===== src/rtl/mem_arb_pkg.sv =====
// mem_arb_pkg: shared state encoding, default widths and index-width helper for mem_arbiter
package mem_arb_pkg;
   typedef enum logic [1:0] {IDLE = 2'd0, ISSUE = 2'd1, COMPLETE = 2'd2} state_t;
   localparam int AW_DEF = 15;
   localparam int DW_DEF = 16;
   function automatic int idx_w(input int n);
      return (n > 1) ? $clog2(n) : 1;
   endfunction
endpackage


===== src/rtl/rr_picker.sv =====
// rr_picker: combinational round-robin selector, first set req bit at or after ptr, wrapping mod N
module rr_picker
   import mem_arb_pkg::*;
#(
   parameter int N  = 4,
   parameter int IW = idx_w(N)
) (
   input  logic [N-1:0]  req,
   input  logic [IW-1:0] ptr,
   output logic          any,
   output logic [IW-1:0] idx
);
   logic [N-1:0]  rot;
   logic [IW-1:0] low;
   logic [IW:0]   sum;
   assign any = |req;
   // rotate so ptr sits at bit 0, take the lowest set bit, then map back to a requester index
   always_comb begin
      rot = N'({req, req} >> ptr);
      low = '0;
      for (int i = N - 1; i >= 0; i--) low = rot[i] ? IW'(i) : low;
      sum = {1'b0, ptr} + {1'b0, low};
      idx = (sum >= (IW+1)'(N)) ? IW'(sum - (IW+1)'(N)) : sum[IW-1:0];
   end
endmodule


===== src/rtl/mem_arbiter.sv =====
// mem_arbiter: round-robin sharing of one single-port RAM among N requesters, pick/issue/complete per access
module mem_arbiter
   import mem_arb_pkg::*;
#(
   parameter int N  = 4,
   parameter int AW = AW_DEF,
   parameter int DW = DW_DEF,
   localparam int IW = idx_w(N)
) (
   input  logic          clock,
   input  logic          reset_n,
   input  logic [N-1:0]  req,
   input  logic [N-1:0]  we,
   input  logic [N*AW-1:0] addr,
   input  logic [N*DW-1:0] wdata,
   output logic [N-1:0]  ack,
   output logic [DW-1:0] rdata,
   output logic [IW-1:0] grant,
   output logic          busy,
   output logic [AW-1:0] m_addr,
   output logic          m_we,
   output logic [DW-1:0] m_wdata,
   input  logic [DW-1:0] m_rdata
);
   state_t        state, nxt;
   logic          any, we_q;
   logic [IW-1:0] idx, ptr;
   if (N < 2 || N > 8) begin : g_bad_n
      $error("mem_arbiter: N must be within 2..8");
   end
   rr_picker #(.N(N), .IW(IW)) u_pick (
      .req(req),
      .ptr(ptr),
      .any(any),
      .idx(idx)
   );
   // next state: wait in IDLE for a request, then always ISSUE -> COMPLETE -> IDLE
   always_comb begin
      nxt = (state == IDLE) ? (any ? ISSUE : IDLE) : (state == ISSUE) ? COMPLETE : IDLE;
   end
   // state register; async reset aborts any access in flight
   always_ff @(posedge clock or negedge reset_n) begin
      if (!reset_n) state <= IDLE;
      else state <= nxt;
   end
   // capture the winner's access in IDLE, advance the round-robin pointer past it in COMPLETE
   always_ff @(posedge clock or negedge reset_n) begin
      if (!reset_n) begin
         ptr     <= '0;
         grant   <= '0;
         we_q    <= 1'b0;
         m_addr  <= '0;
         m_wdata <= '0;
      end else begin
         if (state == IDLE && any) begin
            grant   <= idx;
            we_q    <= we[idx];
            m_addr  <= addr[idx*AW +: AW];
            m_wdata <= wdata[idx*DW +: DW];
         end
         if (state == COMPLETE) ptr <= (grant == IW'(N - 1)) ? '0 : grant + IW'(1);
      end
   end
   assign busy  = (state != IDLE);
   assign m_we  = (state == ISSUE) && we_q;
   assign ack   = (state == COMPLETE) ? N'(1) << grant : '0;
   assign rdata = (state == COMPLETE) ? m_rdata : '0;
endmodule

===== config.mk =====
export PLATFORM = sky130hd
export DESIGN_NAME = mem_arbiter
export DESIGN_NICKNAME = d
export VERILOG_FILES = /design/src/rtl/mem_arb_pkg.sv /design/src/rtl/rr_picker.sv /design/src/rtl/mem_arbiter.sv
export SDC_FILE = /design/constraint.sdc
export NUM_CORES = 1
export LEC_CHECK = 0
export BUFFER_PORTS_ARGS = -buffer_cell sky130_fd_sc_hd__buf_2
export CORE_MARGIN = 5
export CORE_UTILIZATION = 47
export DETAILED_ROUTE_END_ITERATION = 6
export PLACE_DENSITY = 0.87
export SKIP_CTS_REPAIR_TIMING = 1
export SLEW_MARGIN = 40
export SYNTH_ARGS = -nofsm -noshare
export SYNTH_HDL_FRONTEND = slang
export SYNTH_SLANG_ARGS = --single-unit

===== constraint.sdc =====
create_clock -name clock -period 8 [get_ports clock]
set_clock_uncertainty 0.05 [all_clocks]
set_input_delay 0.4 -clock clock [delete_from_list [all_inputs] [get_ports clock]]
set_output_delay 0.4 -clock clock [all_outputs]
set_load 0.005 [all_outputs]

==> impl_metrics.json, run 1 <==
{
  "worstMarginPinSlew_ps": 802.3,
  "die-area_mm2": 0.008629,
  "port-buffer-count": 204,
  "coreArea_mm2": 0.006756,
  "yosysMostFrequentCell": "nor2b_1",
  "area_delta_synth_final_pct": 33.94,
  "avgRoutedWirePerCell_um": 17.09,
  "initial_core_util_pct": 47.80,
  "antenna_found_initial": 1,
  "max_slew_margin_pct": 46.34,
  "synth_top_cell_by_area": "dfrtp_1",
  "clock_path_buffers": 2,
  "syn-num-nets": 492,
  "num_io_pins": 205,
  "worstSetupPathType": "flop to flop",
  "ant_nets": 0,
  "synth_common_cells": "68 x nor2b_1, 38 x dfrtp_1, 37 x nand2_1",
  "avgSynthCellArea_um2": 9.583,
  "synth_flop_cell": "dfrtp_1",
  "grt_pass1_wl_um": 15930,
  "cp.required_ps": 8140,
  "numCtsBuffers": 5,
  "cpPeakStageDelay_ps": 660,
  "layout.cells.non_filler": 598,
  "yosys_warnings": 0,
  "n_antenna_cell": 0,
  "async_flop_share_pct": 100.0,
  "power.density_mw_per_mm2": 473.4,
  "clock_sinks": 38,
  "via_count": 3384,
  "peakVddDrop_mv": 0.3457,
  "viasPerCell": 5.659,
  "hold_class": "input port to asynchronous set/reset pin",
  "r2r_slack_ps": 4730,
  "gp_congestion": 0.7887,
  "insertion_delay_ps": 280,
  "max_freq_mhz": 306.2,
  "die_y_um": 92.89,
  "cts_tree": "yes",
  "path_buf_inv": 1,
  "crit_slowest_cell": "nor3_4",
  "grt_max_degree": 94,
  "synth_edf_count": 0,
  "synth_area_leaders": "dfrtp_1 29%, nor2b_1 13%, a2111oi_2 9.8%",
  "final_nets": 672,
  "cts_root_buf": "clkbuf_8",
  "grt_overflow_total": 0,
  "yosys.cell_types.count": 38,
  "worstPathMaxFanout": 21,
  "drive_gt1_share_pct": 52.12,
  "drtIter0Drc": 104,
  "route.detailed.drc": 0,
  "ys_ff_latch": 38,
  "cp-end-kind": "flop",
  "row_count": 30,
  "worstReg2RegStart": "ptr[0]",
  "worstPathArrival_ps": 3400,
  "yosysSeqAreaShare_pct": 29.45,
  "rsz0062_at_grt": "no",
  "placedCellCount": 590,
  "synth_cells": 337,
  "gr-usage-all-layers_pct": 22.64,
  "outcome": "finished, final reports clean",
  "r2r-end": "m_addr[6]",
  "drv_cap": 0,
  "fin_tns_setup_ps": 0,
  "routed_wl_um": 10220,
  "crit_path_cell_trace": "nor2_1 > a221o_1 > nand2_1 > o221ai_1 > ha_4 > xnor2_1 > nor3_4 > buf_4 > a2111oi_1 > o31ai_1",
  "drtPass1Iterations": 4,
  "dp_hpwl_um": 7625,
  "die_x_um": 92.89,
  "cp_top_family": "compound AO/OA/AOI/OAI gates",
  "r2r_cells": 10,
  "hold_viol": 0,
  "setup_viol": 0,
  "power_leakage_nw": 2.025,
  "fin_crit_sh_pct": 40.82,
  "yosysTopAreaCellShare_pct": 29.45,
  "grt_pass1_vias": 3320,
  "cts-htree-levels": 2,
  "clk_pin_slew_ps": 80,
  "start_kind": "flop",
  "syn-cell-area_mm2": 0.003229,
  "slew_violations": 0,
  "min_period_ps": 3266
}
[cell usage in the layout, fill, tap and decap left out, types with 2 or more instances in the layout]
cell / count
a2111oi_0: 3
a2111oi_1: 8
a2111oi_2: 21
a221oi_1: 32
and2_1: 21
buf_2: 203
buf_4: 5
clkbuf_8: 6
dfrtp_1: 38
ha_1: 4
inv_1: 3
mux2_2: 2
nand2_1: 37
nor2_1: 4
nor2b_1: 67
nor3_1: 2
nor3b_1: 3
o21ai_0: 3
o221ai_1: 2
o31ai_1: 11
o31ai_2: 21
[area by class of cell]
type	count	area, um^2
Fill cell	584	2431
Multi-Input combinational cell	259	2079
Timing Repair Buffer	210	1092
Sequential cell	38	950.9
Tap cell	80	100.1
Clock buffer	7	86.33
Inverter	3	11.26
Clock inverter	1	5.005
[cell families (layout without fill, tap and decap cells)]
family | Yosys count | after routing | synth area share (%)
AND/OR/NAND/NOR | 140 | 140 | 24.25
AO/OA/AOI/OAI | 109 | 109 | 35.65
buffers and inverters | 40 | 221 | 7.013
flip-flops | 38 | 38 | 29.45
adder cells (fa/ha/maj) | 5 | 5 | 1.937
multiplexers | 3 | 3 | 1.162
XOR/XNOR | 2 | 2 | 0.5425
[flip-flops by register name (all words and copies together) (netlist names)]
signal   count
we_q         1
grant        2
ptr          2
m_wdata     16
state        2
m_addr      15
[power by group]
group	total, W	internal, W	switching, W
registers	0.000369	0.000299	0.0000697
clock network	0.000138	0.0000696	0.0000684
logic	0.00154	0.000634	0.000907
[worst max-delay path by stage]
stage,cells after the start,to,startpoint,slack (ps)
after floorplan,11,m_addr[14],ptr[0],5450
after detailed placement,9,m_addr[13],ptr[0],4620
after global placement,9,m_wdata[12],ptr[0],4770
after global routing,10,m_addr[13],ptr[0],4480
final,10,m_addr[6],ptr[0],4730
after CTS,9,m_addr[13],ptr[0],4610
[metrics by stage]
stage	hold WS, ps	worst slack, ps	total power, W	cell area (um^2)	util (%)
3_5_place_dp	352.2	4620	0.001909	4230	62.61
2_1_floorplan	54.41	5455	0.001607	3229	-
3_3_place_gp	396.2	4766	0.001849	4198	62.13
6_report	15.65	4734	0.002047	4325	64.02
4_1_cts	38.70	4611	0.002052	4322	63.96
5_1_grt	49.84	4480	0.002224	4325	64.02
[per-layer routing]
layer | part of all wire, % | wire, um | vias up | GRT usage, %
li1 | - | - | 1634 | -
met1 | 40 | 4039 | 1570 | 27.10
met2 | 51 | 5182 | 158 | 40.01
met3 | 8.3 | 853 | 20 | 6.011
met4 | 1.4 | 138 | 2 | 5.861
met5 | 0.068 | 7 | - | 0
Power figures use the tool's default switching activity.
==> run 2, diff against run 1 <==
Settings changed: ABC_AREA set to 1, CORE_UTILIZATION 47 to 44, PLACE_DENSITY 0.87 to 0.82.
Clock period 8 ns to 3.1 ns, I/O delays scaled along.
==> run 2 against run 1 <==
Effect of this change:
- clock power rose to 2.6 times the previous value
- via count down 0.59%
- final cell count up 13%
- global-route usage down 2.3 points
- die area up 7.3%
- sequential power rose to 2.5 times the previous value
- fmax up 17%
- routed wire length down 5.7%
- sequential share of layout area down 0.16 points
- critical endpoint is now m_wdata[0]
==> impl_metrics.json, run 2 <==
{
  "outcome": "finished, final reports clean",
  "mostFrequentLayoutCells": "203 x buf_2, 64 x nand2_1, 64 x mux2i_1",
  "gr-usage-all-layers_pct": 20.30,
  "n_antenna_cell": 0,
  "worstMarginPinSlew_ps": 582.3,
  "route.detailed.drc": 0,
  "yosys_warnings": 0,
  "synth_area_leaders": "dfrtp_1 29%, mux2i_1 20%, nand2_2 9.8%",
  "antenna_found_initial": 0,
  "area_delta_synth_final_pct": 33.15,
  "coreArea_mm2": 0.007253,
  "r2r_cells": 14,
  "synth_flop_cell": "dfrtp_1",
  "slew_violations": 0,
  "peakVddDrop_mv": 0.6814,
  "via_count": 3364,
  "worstPathArrival_ps": 2970,
  "r2r-end": "m_wdata[0]",
  "cp-end-kind": "flop",
  "drv_cap": 0,
  "setup_slack_ps": 308.5,
  "drtIter0Drc": 73,
  "num_io_pins": 205,
  "preCtsSetupSlack_ps": 297.2,
  "synth_common_cells": "64 x mux2i_1, 64 x nand2_1, 51 x nand2_2",
  "max_flop_register": "m_wdata",
  "ant_nets": 0,
  "largest_register_ffs": 16,
  "routed_wl_um": 9637,
  "min_period_ps": 2792,
  "avgSynthCellArea_um2": 8.476,
  "cts_tree": "yes",
  "synth_cells": 386,
  "rsz0062_at_grt": "no",
  "port-buffer-count": 204,
  "syn-cell-area_mm2": 0.003272,
  "worstReg2RegStart": "ptr[0]",
  "top_usage_layer": "met2",
  "use_met1_pct": 22.67,
  "ys_ff_latch": 38,
  "synth_top_cell_by_area": "dfrtp_1",
  "die_x_um": 96.23,
  "grtUsageMet3_pct": 4.457,
  "insertion_delay_ps": 280,
  "max_slew_margin_pct": 61.18,
  "row_count": 31,
  "grt_util_met2_pct": 37.90,
  "clock_sinks": 38,
  "power_leakage_nw": 2.531,
  "worstSetupPathType": "flop to flop",
  "initial_core_util_pct": 45.11,
  "hold_viol": 0,
  "die-area_mm2": 0.009260,
  "cts_root_buf": "clkbuf_8",
  "cp.required_ps": 3270,
  "fin_tns_setup_ps": 0,
  "synth_edf_count": 0,
  "gp_congestion": 0.7998,
  "cp-endpoint": "m_wdata[0]",
  "cts-htree-levels": 2,
  "clk_pin_slew_ps": 80,
  "async_flop_share_pct": 100.0,
  "power.density_mw_per_mm2": 1332,
  "yosysSeqAreaShare_pct": 29.06,
  "r2r_slack_ps": 310,
  "syn-num-nets": 541,
  "avgRoutedWirePerCell_um": 14.23,
  "final_common_cell": "buf_2",
  "grt_overflow_total": 0,
  "yosysTopAreaCellShare_pct": 29.06,
  "setup_viol": 0,
  "reg.largest.list": "m_wdata: 16 flops, m_addr: 15 flops",
  "grt_pass1_vias": 3357,
  "viasPerCell": 4.969,
  "final_nets": 732,
  "drive_gt1_share_pct": 52.60,
  "drtPass1Iterations": 6,
  "worstPathMaxFanout": 33,
  "crit_start": "ptr[0]",
  "yosys.cell_types.count": 29,
  "grt_max_degree": 39,
  "die_y_um": 96.23,
  "grt_pass1_wl_um": 14820,
  "dp_hpwl_um": 7613,
  "hold_class": "input port to flop",
  "clock_path_buffers": 2,
  "start_kind": "flop",
  "numCtsBuffers": 5,
  "max_freq_mhz": 358.2,
  "fin_crit_sh_pct": 90.05
}
## run 2: logic make-up (layout without fill, tap and decap cells)
group,after synthesis,after routing,synth area share (%)
compound gates,6,6,0.9939
mux,64,64,19.58
flops,38,38,29.06
fa+ha+maj,5,5,1.912
buf+inv,55,247,10.90
xor+xnor,1,1,0.2677
simple gates,217,217,37.29
## run 2: critical path: stages (launching register included)
cell and delay, ps:
dfrtp_1 490, inv_2 100, nand2_1 90, nand3_1 80
nand2_1 110, nand3_1 70, a21boi_0 290, ha_4 180
xnor2_1 180, inv_1 130, nand2_4 340, nand2_8 280
nand2_1 140, nand3_1 80, nand2_1 90
## run 2: power by group
| group | switching [W] | internal [W] | total (W) |
|---|---|---|---|
| Clock | 0.000179 | 0.000180 | 0.000358 |
| Sequential | 0.000166 | 0.000774 | 0.000940 |
| Combinational | 0.00264 | 0.00186 | 0.00451 |
| Total | 0.00298 | 0.00282 | 0.00580 |
## run 2: through the flow
stage / cell area [um^2] / utilization [%] / power [W] / instances / hold WS [ps]
floorplan: 3272 / - / 0.004833 / 386 / -190.6
global placement: 4253 / 58.63 / 0.005318 / 668 / 256.7
detailed placement: 4255 / 58.67 / 0.005507 / 668 / 118.4
CTS: 4347 / 59.93 / 0.005871 / 676 / -197.0
global route: 4357 / 60.07 / 0.006347 / 677 / 167.5
finish: 4357 / 60.07 / 0.005804 / 677 / 159.5
## run 2: worst min-delay path by stage
| stage | startpoint | end | slack [ps] | cells past startpoint |
|---|---|---|---|---|
| floorplan | reset_n | grant[0] | -190 | 0 |
| global placement | reset_n | m_addr[2] | 260 | 1 |
| detailed placement | reset_n | m_addr[2] | 120 | 1 |
| CTS | reset_n | m_addr[2] | -200 | 1 |
| global route | wdata[45] | m_wdata[13] | 170 | 5 |
| finish | wdata[45] | m_wdata[13] | 160 | 5 |
## run 2: per-layer routing
layer / wire length, um / vias up
li1: - / 1639
met1: 3737 / 1533
met2: 4865 / 174
met3: 899 / 18
met4: 136 / 0
met5: 0 / -
## run 2: cell type report
type	instances	area, um^2
Clock buffer	7	86.33
Fill cell	640	2897
Timing Repair Buffer	209	1089
Inverter	30	113.9
Multi-Input combinational cell	293	1988
Clock inverter	1	5.005
Sequential cell	38	950.9
Tap cell	99	123.9
